[src/rtl/demux_pkg.sv]
// Select encoding shared by the 3-input mux and the 1-to-3 demux so both decode
// the same control values.
package demux_pkg;

  localparam int NUM_CH = 3;

  typedef logic [1:0] sel_t;

  localparam sel_t SEL_CH0  = 2'b00;
  localparam sel_t SEL_CH1  = 2'b01;
  localparam sel_t SEL_CH2  = 2'b10;
  localparam sel_t SEL_DROP = 2'b11;

  function automatic logic is_drop(input sel_t sel);
    return sel == SEL_DROP;
  endfunction

endpackage

[src/rtl/demux_slot_32b.sv]
// One-entry output buffer with valid/ack handshake; a write and an ack in the
// same cycle replace the word without a bubble.
module demux_slot_32b #(
  parameter int WIDTH = 32
) (
  input  logic             clk,
  input  logic             rst,
  input  logic             wr_en,
  input  logic [WIDTH-1:0] wr_data,
  input  logic             ack,
  output logic [WIDTH-1:0] data,
  output logic             valid,
  output logic             free
);

  logic [WIDTH-1:0] data_q, data_d;
  logic             valid_q, valid_d;

  always_comb begin
    data_d  = data_q;
    valid_d = valid_q;
    if (wr_en) begin
      data_d  = wr_data;
      valid_d = 1'b1;
    end else if (ack && valid_q) begin
      valid_d = 1'b0;
    end
  end

  always_ff @(posedge clk or posedge rst) begin
    if (rst) begin
      data_q  <= '0;
      valid_q <= 1'b0;
    end else begin
      data_q  <= data_d;
      valid_q <= valid_d;
    end
  end

  assign data  = data_q;
  assign valid = valid_q;
  assign free  = !valid_q || ack;

endmodule

[src/rtl/demux3_32b.sv]
// Registered 1-to-3 demultiplexer: steers a producer word into one of three
// one-entry slots, or drops it (counted, flagged on err) when control selects drop.
module demux3_32b
  import demux_pkg::*;
#(
  parameter int WIDTH      = 32,
  parameter int DROP_CNT_W = 8
) (
  input  logic                  clk,
  input  logic                  rst,
  input  logic [WIDTH-1:0]      in_data,
  input  logic                  in_valid,
  input  logic [1:0]            control,
  output logic                  in_ready,
  output logic [WIDTH-1:0]      out0,
  output logic [WIDTH-1:0]      out1,
  output logic [WIDTH-1:0]      out2,
  output logic [NUM_CH-1:0]     out_valid,
  input  logic [NUM_CH-1:0]     out_ack,
  output logic                  err,
  output logic [DROP_CNT_W-1:0] drop_cnt
);

  logic [NUM_CH-1:0] wr_en;
  logic [NUM_CH-1:0] free;
  logic [WIDTH-1:0]  slot_data [NUM_CH];
  logic              drop_acc;

  logic                  err_q, err_d;
  logic [DROP_CNT_W-1:0] drop_cnt_q, drop_cnt_d;

  // in_ready deliberately ignores in_valid so the producer can look ahead.
  always_comb begin
    in_ready = 1'b1;
    wr_en    = '0;
    drop_acc = 1'b0;
    case (control)
      SEL_CH0: begin
        in_ready = free[0];
        wr_en[0] = in_valid && free[0];
      end
      SEL_CH1: begin
        in_ready = free[1];
        wr_en[1] = in_valid && free[1];
      end
      SEL_CH2: begin
        in_ready = free[2];
        wr_en[2] = in_valid && free[2];
      end
      default: begin
        in_ready = 1'b1;
        drop_acc = in_valid && is_drop(control);
      end
    endcase
  end

  for (genvar c = 0; c < NUM_CH; c++) begin : g_slot
    demux_slot_32b #(
      .WIDTH(WIDTH)
    ) u_slot (
      .clk    (clk),
      .rst    (rst),
      .wr_en  (wr_en[c]),
      .wr_data(in_data),
      .ack    (out_ack[c]),
      .data   (slot_data[c]),
      .valid  (out_valid[c]),
      .free   (free[c])
    );
  end

  always_comb begin
    err_d      = drop_acc;
    drop_cnt_d = drop_cnt_q;
    if (drop_acc && (drop_cnt_q != '1)) begin
      drop_cnt_d = drop_cnt_q + DROP_CNT_W'(1);
    end
  end

  always_ff @(posedge clk or posedge rst) begin
    if (rst) begin
      err_q      <= 1'b0;
      drop_cnt_q <= '0;
    end else begin
      err_q      <= err_d;
      drop_cnt_q <= drop_cnt_d;
    end
  end

  assign out0     = slot_data[0];
  assign out1     = slot_data[1];
  assign out2     = slot_data[2];
  assign err      = err_q;
  assign drop_cnt = drop_cnt_q;

endmodule

[config.mk]
export PLATFORM = sky130hd
export DESIGN_NAME = demux3_32b
export DESIGN_NICKNAME = d
export VERILOG_FILES = /design/src/rtl/demux_pkg.sv /design/src/rtl/demux_slot_32b.sv /design/src/rtl/demux3_32b.sv
export SDC_FILE = /design/constraint.sdc
export NUM_CORES = 1
export LEC_CHECK = 0
export BUFFER_PORTS_ARGS = -buffer_cell sky130_fd_sc_hd__buf_2
export CAP_MARGIN = 20
export CORE_ASPECT_RATIO = 1.5
export CORE_MARGIN = 8
export CORE_UTILIZATION = 51
export CTS_CLUSTER_SIZE = 40
export DETAILED_ROUTE_END_ITERATION = 8
export PLACE_DENSITY = 0.8
export SYNTH_ARGS = -nofsm -noshare
export SYNTH_HDL_FRONTEND = slang
export SYNTH_HIERARCHICAL = 1
export SYNTH_SLANG_ARGS = --single-unit
[constraint.sdc]
create_clock -name clk -period 2.1 [get_ports clk]
set_clock_uncertainty 0.2 [all_clocks]
set_input_delay 0 -clock clk [delete_from_list [all_inputs] [get_ports clk]]
set_output_delay 0 -clock clk [all_outputs]
set_load 0.01 [all_outputs]
* Yosys cells after proc, flatten, opt, wreduce, memory -nomap -nowiden
Cells that the tools add are included.
** Storage, ports and cells
- Register bits after elaboration :: 108
- Bits of input ports :: 40
- Output and inout bits :: 109
** Operators by class
- Add/sub/neg operators :: 1
- Eq/ne operators :: 4
- Mux-type cells :: 11
- Reduce and logical (&&, ||, !) cells :: 19
** Operators by type and width (number)
- 1-bit 2-to-1 mux :: 10
- 8-bit by 1-bit adder with 8-bit output (second input constant) :: 1
- 1-bit logical AND :: 8
- 8-bit inequality test (second input constant) :: 1
- 2-bit nonzero test :: 3
- 2-bit equality test (second input constant) :: 2
- 1-bit zero test :: 3
- 1-bit logical OR :: 3
- 1-bit case mux with 3 select lines :: 1
- 3-bit OR reduction :: 1
- 2-bit by 1-bit equality test with 1-bit output (second input constant) :: 1
- 2-bit zero test :: 1

* Longest topological paths before layout
Gate-level depths: netlist of the first run.
- Depth after elaboration :: 5
- Gate-level depth with buffers :: 6

* Cells and area by module
The synthesis of the first run kept the hierarchy.
** Modules (own cells, without submodules)
- demux_slot_32b :: times used 3, cells an instance 72, area each 1382.6 um2
- demux3_32b :: times used 1, cells an instance 47, area each 513.0 um2

* Least setup slack after synthesis of the first run
OpenSTA, ideal clock, no wires.
- Kind :: reg2reg
- Start point :: reg g_slot[0].u_slot.valid_q
- End point :: reg g_slot[0].u_slot.data_q[0]
- Arrival :: 1.372 ns
- Path slack :: 0.403 ns
- Cell stages (with the launch flop) :: 7
- Cells stage by stage :: dfrtp_1 nand2b_1 and2b_2 and3b_1 buf_6 buf_12 mux2_4
** On the way
- Cells in the longest elaborated chain, start to end :: 4
** RTL lines
- start, declared :: line demux_slot_32b.sv:17 : logic valid_q, valid_d;
- start signal, assigned :: line demux_slot_32b.sv:36 : valid_q <= valid_d;
- 1-bit zero test :: line demux_slot_32b.sv:42 : assign free = !valid_q || ack;
- 1-bit logical OR :: line demux_slot_32b.sv:42
- named net free[0] :: line demux3_32b.sv:25 : logic [NUM_CH-1:0] free;
- 1-bit logical AND :: line demux3_32b.sv:40 : wr_en[0] = in_valid && free[0];
- 1-bit 2-to-1 mux :: line demux3_32b.sv:37 : case (control)
- named net wr_en[0] :: line demux3_32b.sv:24 : logic [NUM_CH-1:0] wr_en;
- end signal, assigned :: line demux_slot_32b.sv:35 : data_q <= data_d;
- end, declared :: line demux_slot_32b.sv:16 : logic [WIDTH-1:0] data_q, data_d;
The timed path passes the listed nets, and every way through them passes these cells.
A chain may end at the register's enable or synchronous reset.

* Final worst setup path of the first run
- Start point :: reg g_slot[0].u_slot.valid_q
- End point :: reg g_slot[0].u_slot.data_q[22]
Same word-level chain as after synthesis.

==> results of run 1 <==
worst max path at each step:
stage                           startpoint                         to  slack, ps  cells past startpoint
floorplan           g_slot[0].u_slot/valid   g_slot[0].u_slot/data[0]        400                      6
global placement    g_slot[0].u_slot/valid   g_slot[0].u_slot/data[5]        350                      5
detailed placement  g_slot[0].u_slot/valid  g_slot[0].u_slot/data[20]        320                      5
CTS                 g_slot[0].u_slot/valid  g_slot[0].u_slot/data[20]        310                      5
global route        g_slot[0].u_slot/valid   g_slot[0].u_slot/data[5]        230                      5
finish              g_slot[0].u_slot/valid  g_slot[0].u_slot/data[22]        310                      5
report_power, final:
part	switching, mW	total [mW]	internal [mW]	leakage (nW)
clock	0.684	1.57	0.889	0.134
sequential	0.321	2.84	2.52	1.29
combinational	0.733	1.67	0.937	1.61
state kept, by name, indices dropped and copies added (netlist names):
register / cells
drop_cnt: 8
err: 1
g_slot.u_slot/data: 96
g_slot.u_slot/valid: 3
worst max-delay path, delay by kind of cell, from the launching register on:
kind                   cells  cell delay, ps
multiplexers               1             330
flip-flops                 1             380
AND/OR/NAND/NOR            3             450
buffers and inverters      1             300
cell families after synthesis:
group | Yosys count
xor gates and xnor gates | 3
and+or+nand+nor | 26
muxes | 99
AOI/OAI and AO/OA | 9
DFF | 108
adders and majority gates | 1
buffers and inverters | 17
per-layer routing:
layer,vias up,part of all wire,wire length [microns]
li1,1309,-,-
met5,-,0,0
met2,104,0.55,6510
met3,17,0.058,690
met1,1539,0.37,4430
met4,0,0.021,255
layout by cell type (no fill, tap or decap), drive strengths merged:
master,n
a31oi,1
mux2,99
o21ai,2
dfrtp,108
and2b,1
and4b,2
nor2b,1
nor2,3
clkbuf,13
and3,3
clkinvlp,1
and2,1
dlygate4sd3,40
a21oi,3
nand3,1
nand4,2
inv,4
nand2b,6
o21bai,1
a41oi,1
nand2,4
nor3,1
xnor2,3
ha,1
and3b,1
a211oi,1
buf,157
per-stage QoR:
step / utilization / setup WS [ps]
after floorplan: - / 403
after detailed placement: 0.609 / 319
after CTS: 0.685 / 305
final: 0.685 / 310
after global routing: 0.685 / 227
after global placement: 0.609 / 346
final cells by class:
class                      count  area share
timing repair buffer         197       0.203
multi-input combinational    138       0.282
clock buffer                  13      0.0444
inverter                       4     0.00247
sequential                   108       0.444
clock inverter                 1     0.00123
tap                          110      0.0226
timing repair:
item | CTS | global route
endpoints found under the setup margin | 0 | 0
endpoints found under the hold margin | 208 | 0
hold buffers | 40 | 0
==> impl_results.md, run 1 <==
* Status: complete, no violations
* Yosys reg bits at 108
* Cells after Synth at 263
* CP Data Required Time at 2120 ps
* Fraction of layout cells with a size suffix above 1 at 0.601
* Clock Tree Buf Depth at 2
* Clk Latency, worst-skew pair at 340 ps
* Die H at 133 microns
* Vias in the first global route at 3,384
* Vias per Instance at 5.20
* First DRT Iteration DRCs at 88
* Post-synth top area share at 0.580
* Ys async rst share at 1.00
* Total track usage at 0.200
* Setup-failing EPs final at 0
* WS Path Type: flip-flop to flip-flop
* Maximum VDD drop at 582 uV
* Largest family of logic cells by synthesized area: multiplexers
* DRT Pass-1 Iters at 4
* Power per cell area at 1000 nW/um^2
* Most common flop cell mapped by yosys: dfrtp_1
* Area of the multi-input gates at 1720 sq um
* Placeable Area at 8880 sq um
* Post-synth top area cell: dfrtp_1
* Synthesized area per cell at 17.7 sq um
* Adder-cell share of the synthesized area at 0.00268
* Final min period at 1790 ps
* Fill cell count at 583
* Setup slack, reg-to-reg at 310 ps
* Global routing usage on met3 at 0.0600
* Leak at 3.04 nW
* Crit. End Element: flip-flop
* Slowest CP cell: dfrtp_1
* Final Hold Fails at 0
* Cts bufs inserted at 9
* Syn-to-layout area delta at 30.6%
* Final ANT Viol Nets at 0
* Final period utilization at 0.853
* Reg-to-Reg End: g_slot[0].u_slot/data[22]
* Crit start category: flip-flop
* Hold_ws at 174 ps
* Die area at 12,500 sq um
* Hold WC Path Type: primary input to async pin
* Post-route cell area at 6090 sq um
* Die X at 94.1 microns
* Largest net degree at the start of global routing at 34
* I/O pin cnt at 149
* WL/cell at 20.8 microns
* Slew @ Worst Pin at 501 ps
* Dpl hpwl at 8130 microns
* Fin Setup TNS at 0 ps
* Area post-placement at 5410 sq um
* Max Fclk at 0.559 GHz
* Clk root buf: clkbuf_16
* Mux contribution to synthesized area at 0.309
* Via count at 2,969
* Layout Cells excl Fill at 571
* Register area at 2700 sq um
* Number of synthesized flops with an enable pin at 0
* Synth Area in XOR/XNOR at 0.00564
* Synth Area in Simple Gates at 0.0384
* Final Wtd Congestion at 0.814
* Post-Syn Nets at 304
* Slew Limit Headroom at 0.666
* CTS clk-pin slew, worst paths at 70 ps
* PortBufs at 148
* Antenna violations before repair at 0
* R2R cell count at 5
* Critical path's largest stage delay at 380 ps
* Final Slew Violations at 0
* RSZ-0062 raised after global routing: no
* Detailed Route WL at 11,900 microns
* # rows at 42
* GRT overflow at 0
* RR Startpoint: g_slot[0].u_slot/valid
* Synth cell types at 29
* Max_cap viols at 0
* CP Max Fanout at 16
* Synth top area cells: dfrtp_1, mux2_4, buf_12
* CTS tree: built
* Sequential area share after synthesis at 0.580
* Placed cell count at 517
* Diode count at 0
* Post-CTS setup buffers at 0
* Cells along the critical path: nand2b_1 > and2b_2 > and3b_2 > buf_4 > mux2_4
* Synth cell count leaders: dfrtp_1, mux2_4, mux2_2, buf_12, nand2b_1
* Cell with the most instances after synthesis: dfrtp_1
* # H-tree levels at 3
* Met2 Track Usage GR at 0.347
* Starting Density at 0.525
* Nets at 499
* Crit path DAT at 1810 ps
* First-pass GRT wire length at 19,200 microns
* Synth Area in Compound Gates at 0.0126
* Post-CTS sizing at 0
* Met1 Use GR at 0.220
* Clk sinks at 108
* Final total power at 6.09 mW
* Yosys warning total at 6
* # DRC at 0
* Mapped Area at 4660 sq um
* Busiest layer in global routing: met2
(Power assumes the default switching activity.)
==> run 2: changes to the inputs <==
- ABC_AREA: default -> 1
- CORE_UTILIZATION: 51 -> 50
- PLACE_DENSITY: 0.8 -> 0.79
- SLEW_MARGIN: default -> 20
==> run 2 against run 1 <==
  * Sequential power down 5%
  * First-iteration DRC count rose to 2.6 times the previous value
  * Total power down 8.1%
  * Core utilization down 1.3 points
  * Largest cell class unchanged
==> impl_results.md, run 2 <==
* Post-CTS setup buffers at 0
* Maximum VDD drop at 553 uV
* Cts bufs inserted at 9
* Fin Setup TNS at 0 ps
* Via count at 3,938
* Number of synthesized flops with an enable pin at 0
* Clk root buf: clkbuf_16
* Vias per Instance at 4.92
* Max FFs per register at 96
* Synth cell types at 21
* Setup-failing EPs final at 0
* Die X at 94.0 microns
* Crit start category: flip-flop
* Status: complete, no violations
* Starting Density at 0.517
* Crit. End Element: flip-flop
* Diode count at 0
* Final Wtd Congestion at 0.811
* Final period utilization at 0.801
* Max_cap viols at 0
* Yosys reg bits at 108
* Post-synth top area cell: dfrtp_1
* DRT Pass-1 Iters at 4
* Post-synth top area share at 0.593
* Crit path DAT at 1710 ps
* CP Data Required Time at 2120 ps
* Nets at 728
* Clk Latency, worst-skew pair at 340 ps
* CP Max Fanout at 7
* Largest net degree at the start of global routing at 34
* Power per cell area at 941 nW/um^2
* Cells after Synth at 502
* Dpl hpwl at 8950 microns
* Fraction of layout cells with a size suffix above 1 at 0.304
* # H-tree levels at 3
* Detailed Route WL at 13,100 microns
* Final Hold Fails at 0
* Leak at 3.38 nW
* Synth top area cells: dfrtp_1, nand2_1, nand2_2
* I/O pin cnt at 149
* Slew @ Worst Pin at 719 ps
* Post-CTS sizing at 0
* Syn-to-layout area delta at 30.2%
* Area post-placement at 5260 sq um
* WS Path Type: flip-flop to flip-flop
* Most frequent cells in the layout: nand2_1, buf_2, dfrtp_1
* WL/cell at 16.3 microns
* Clock Tree Buf Depth at 2
* Die H at 133 microns
* PortBufs at 148
* Antenna violations before repair at 0
* Synth cell count leaders: nand2_1, dfrtp_1, nand2_2, inv_1, nand3_1
* CTS clk-pin slew, worst paths at 70 ps
* RSZ-0062 raised after global routing: no
* CTS tree: built
* Max Fclk at 0.594 GHz
* Placeable Area at 8830 sq um
* Ys async rst share at 1.00
* Die area at 12,500 sq um
* First-pass GRT wire length at 21,300 microns
* Final min period at 1680 ps
* First DRT Iteration DRCs at 229
* Vias in the first global route at 4,123
* Cell with the most instances after synthesis: nand2_1
* Final ANT Viol Nets at 0
* # DRC at 0
* Post-Syn Nets at 543
* Synthesized area per cell at 9.08 sq um
* Mapped Area at 4560 sq um
* # rows at 42
* Post-route cell area at 5940 sq um
* Clk sinks at 108
* Final Slew Violations at 0
* Most common flop cell mapped by yosys: dfrtp_1
* Yosys warning total at 6
* GRT overflow at 0
* Sequential area share after synthesis at 0.593
* Total track usage at 0.218
* Slew Limit Headroom at 0.520
* Hold WC Path Type: primary input to async pin
* Commonest non-fill, non-tap cell in the layout: nand2_1
==> run 2: changes by cell type after synthesis, moves of 9 or more <==
cell,delta
clkbuf_8,+9
inv_1,+13
mux2_2,-12
mux2_4,-87
nand2_1,+287
nand2_2,+30
nand3_1,+9
==> run 2: stage by stage <==
stage               utilization  total power, mW  cells  hold slack [ps]  worst slack, ps
global route              0.672             5.88    801             30.5              290
CTS                       0.672             5.64    801             1.60              420
floorplan                     -             3.33    502             -372              583
global placement          0.596             3.87    747             -199              530
finish                    0.672             5.59    801             5.44              417
detailed placement        0.596             3.92    747             -186              462
==> run 2: cell type report <==
type,instances,area (sq um)
clock buffer,13,250
sequential,108,2700
fill,699,2890
inverter,21,104
multi-input combinational,351,1480
tap,110,138
timing repair buffer,196,1220
clock inverter,2,35.0
==> run 2: where the power goes <==
group          internal, mW  leakage (nW)  total (mW)  switching, mW
clock                 0.951         0.140        1.65          0.700
combinational         0.515          1.89        1.24          0.726
sequential             2.44          1.34        2.70          0.260
total                  3.90          3.38        5.59           1.69
==> run 2: timing repair <==
action                                 in CTS  in global routing
hold buffers                               39                  0
endpoints found under the hold margin     174                  0
setup endpoints to repair                   0                  0
==> run 2: cells by family (layout without fill, tap and decap cells) <==
| group | after synthesis | count (layout) | share of synthesized area |
|---|---|---|---|
| xor+xnor | 2 | 2 | 0.00384 |
| fa+ha+maj | 1 | 1 | 0.00274 |
| compound gates | 3 | 3 | 0.00329 |
| flops | 108 | 108 | 0.593 |
| buf+inv | 43 | 232 | 0.0870 |
| simple gates | 345 | 345 | 0.311 |
==> run 2: final timing paths <==
check / cells past startpoint / slack [ps] / end / start
worst max-delay path: 8 / 420 / drop_cnt[5] / drop_cnt[0]
worst min-delay path: 3 / 5 / g_slot[1].u_slot/data[8] / rst
worst max register to register: 8 / 420 / drop_cnt[5] / drop_cnt[0]
worst min register to register: 2 / 270 / g_slot[1].u_slot/data[25] / g_slot[1].u_slot/data[25]
max in group asynchronous: 4 / 980 / g_slot[1].u_slot/data[21] / rst
min in group clk: 4 / 230 / g_slot[2].u_slot/data[21] / in_data[21]
==> run 2: worst max-delay path, cell delays in order (launching register included) <==
cell     delay [ps]
dfrtp_1         460
ha_1            310
nand3_2         130
inv_1            90
nand2_2          80
nand2_4         110
inv_4            50
nand2_2          60
nand2_1          60
==> run 2: metal layers <==
metal  share of wire  track usage  wire length [microns]  vias up
li1                -            -                      -     1875
met1            0.36        0.231                   4690     1843
met2            0.53        0.379                   6930      181
met3           0.072       0.0566                    945       39
met4           0.039        0.123                    505        0
met5               0            0                      0        -
==> run 3: changes to the inputs <==
- CORE_UTILIZATION: 50 -> 46
- PLACE_DENSITY: 0.79 -> 0.76
- clock period: 2.1 -> 1.5 ns (I/O delays scaled with it)
==> run 3 against run 2 <==
  * The run now ends with negative setup slack left
  * Critical path depth up 2
  * Clock-buffer cell count down 2
  * Global-route usage down 2.5 points
  * Sequential power up 40%
  * Combinational power up 62%
  * Final cell count up 3.5%
  * First-iteration DRC count down 3.9%
  * Cell area up 11%
  * Wire length up 13%
  * Sequential share of layout area down 4.5 points
  * Worst hold slack better by 4.1 ps
  * Critical path type is now primary input to flip-flop
==> impl_results.md, run 3 (synthesized netlist as in run 2, its figures left out) <==
* Vias in the first global route at 4,051
* M1 WL at 5440 microns
* # DRC at 0
* First-pass GRT wire length at 20,700 microns
* Switching Share at 0.309
* Final Slew Violations at 0
* I/O pin cnt at 149
* CP most frequent cell: buf_12
* Final Hold Fails at 0
* Placed cell count at 756
* Die H at 138 microns
* Fraction of layout cells with a size suffix above 1 at 0.401
* Clk sinks at 108
* Seq pwr share at 0.464
* Cells along the critical path: dlygate4sd3_1 > buf_2 > inv_1 > nand3_4 > nor2_4 > buf_12 > buf_12 > clkbuf_16 > nand2_2 > nand2_1
* RSZ-0062 raised after global routing: yes
* Final period utilization at 1.05
* Antenna violations before repair at 0
* Commonest non-fill, non-tap cell in the layout: nand2_1
* Setup slack, reg-to-reg at -70 ps
* Syn-to-layout area delta at 44.6%
* CTS clk-pin slew, worst paths at 70 ps
* Crit start category: primary input
* GRT overflow at 0
* CP Data Required Time at 1580 ps
* Max FFs per register at 96
* Starting Density at 0.471
* Fill cell count at 721
* Slowest CP cell: dlygate4sd3_1
* Largest delay contributor family on the critical path: buffers and inverters
* PortBufs at 148
* CTS tree: built
* Setup-failing EPs final at 33
* Hold WC Path Type: primary input to async pin
* RR Startpoint: g_slot[0].u_slot/valid
* Total track usage at 0.194
* Status: complete, but fails checks
* Most frequent cells in the layout: nand2_1, buf_2, dfrtp_1
* Vias per Instance at 5.05
* Slew Limit Headroom at 0.659
* Post-route cell area at 6600 sq um
* Max Fclk at 0.632 GHz
* Detailed Route WL at 14,800 microns
* Dpl hpwl at 9130 microns
* WS Path Type: primary input to flip-flop
* Maximum VDD drop at 913 uV
* Clock Tree Buf Depth at 2
* Violated checks: negative setup slack
* WL/cell at 17.8 microns
* Die X at 97.3 microns
* Net Switching at 2.51 mW
* Power per cell area at 1230 nW/um^2
* Reg-to-Reg End: g_slot[0].u_slot/data[8]
* Fin Setup TNS at -1590 ps
* Placeable Area at 9690 sq um
* Final min period at 1580 ps
* Slew @ Worst Pin at 511 ps
* Clk pwr share at 0.288
* Fin worst setup slack at -81.7 ps
* CP bufs+invs at 6
* Final ANT Viol Nets at 0
* Hold_ws at 9.54 ps
* DR WL met2 at 8010 microns
* Top layer in use: met4
* Routed length on met3 at 914 microns
* Final Wtd Congestion at 0.810
* Crit path DAT at 1660 ps
* Largest net degree at the start of global routing at 34
* Layout Cells excl Fill at 829
* Leak at 3.65 nW
* Area post-placement at 5350 sq um
* DRT Pass-1 Iters at 5
* # rows at 44
* # H-tree levels at 3
* Clk Latency, worst-skew pair at 340 ps
* Internal Power at 5.62 mW
* Max_cap viols at 0
* Combinational power share at 0.248
* R2R cell count at 8
* Crit. End Element: flip-flop
* Nets at 751
* CP Max Fanout at 6
* Via count at 4,187
* Cts bufs inserted at 9
* Clk root buf: clkbuf_16
* First DRT Iteration DRCs at 220
* Diode count at 0
* Critical path's largest stage delay at 530 ps
* Die area at 13,400 sq um
[run 3: cell types whose count changed in the layout (fill, tap and decap cells not counted), moves of 3 or more]
cell / delta
buf_12: +10
clkbuf_16: +4
inv_6: +3
nand2_1: -43
nand2_2: +33
nand2_4: +10
nand3_1: -3
nand3_4: +4
[run 3: tightest hold or removal path: cells and delay by family]
kind	cells	cell delay (ps)
buffers and inverters	3	960
[run 3: power by group through the flow]
stage	registers (mW)	logic, mW	clock network [mW]
floorplan	4.00	0.666	0
global route	3.83	2.19	2.49
finish	3.78	2.01	2.34
global placement	3.78	1.69	0
detailed placement	3.79	1.75	0
CTS	3.75	1.84	2.39
[run 3: per-layer routing]
layer | track usage | up-vias
li1 | - | 1927
met1 | 0.210 | 2062
met2 | 0.350 | 174
met3 | 0.0524 | 24
met4 | 0.0828 | 0
met5 | 0 | -
[run 3: cell type report]
class,count,area [sq um],area share
Timing Repair Buffer,215,1600,0.242
Sequential cell,108,2700,0.410
Tap cell,115,144,0.0218
Timing Repair inverter,4,42.5,0.00645
Clock buffer,11,243,0.0368
Inverter,21,114,0.0173
Clock inverter,4,50.0,0.00759
Multi-Input combinational cell,351,1700,0.258
[run 3: worst max-delay path by stage]
stage | cells past startpoint | start | endpoint | slack (ps)
final | 10 | control[1] | g_slot[0].u_slot/data[8] | -80
after floorplan | 8 | drop_cnt[0] | drop_cnt[5] | 7
after CTS | 6 | g_slot[0].u_slot/valid | g_slot[0].u_slot/data[26] | -4
after detailed placement | 6 | g_slot[1].u_slot/valid | g_slot[1].u_slot/data[4] | 6
after global placement | 6 | g_slot[1].u_slot/valid | g_slot[1].u_slot/data[25] | 40
after global routing | 8 | g_slot[0].u_slot/valid | g_slot[0].u_slot/data[8] | -120
[run 3: metrics by stage]
stage / total power [mW] / worst slack (ps) / utilization
after floorplan: 4.67 / 7.42 / -
after global placement: 5.47 / 36.1 / 0.552
after detailed placement: 5.55 / 6.23 / 0.552
after CTS: 7.98 / -3.99 / 0.625
after global routing: 8.51 / -119 / 0.681
final: 8.13 / -81.7 / 0.681
[run 3: what timing repair did]
item / CTS / global route
resized for setup: 1 / 80
endpoints found under the hold margin: 212 / 0
hold buffers: 39 / 0
pin swaps: 1 / 37
cloned: 1 / 8
setup buffers: 2 / 9
setup endpoints to repair: 12 / 103
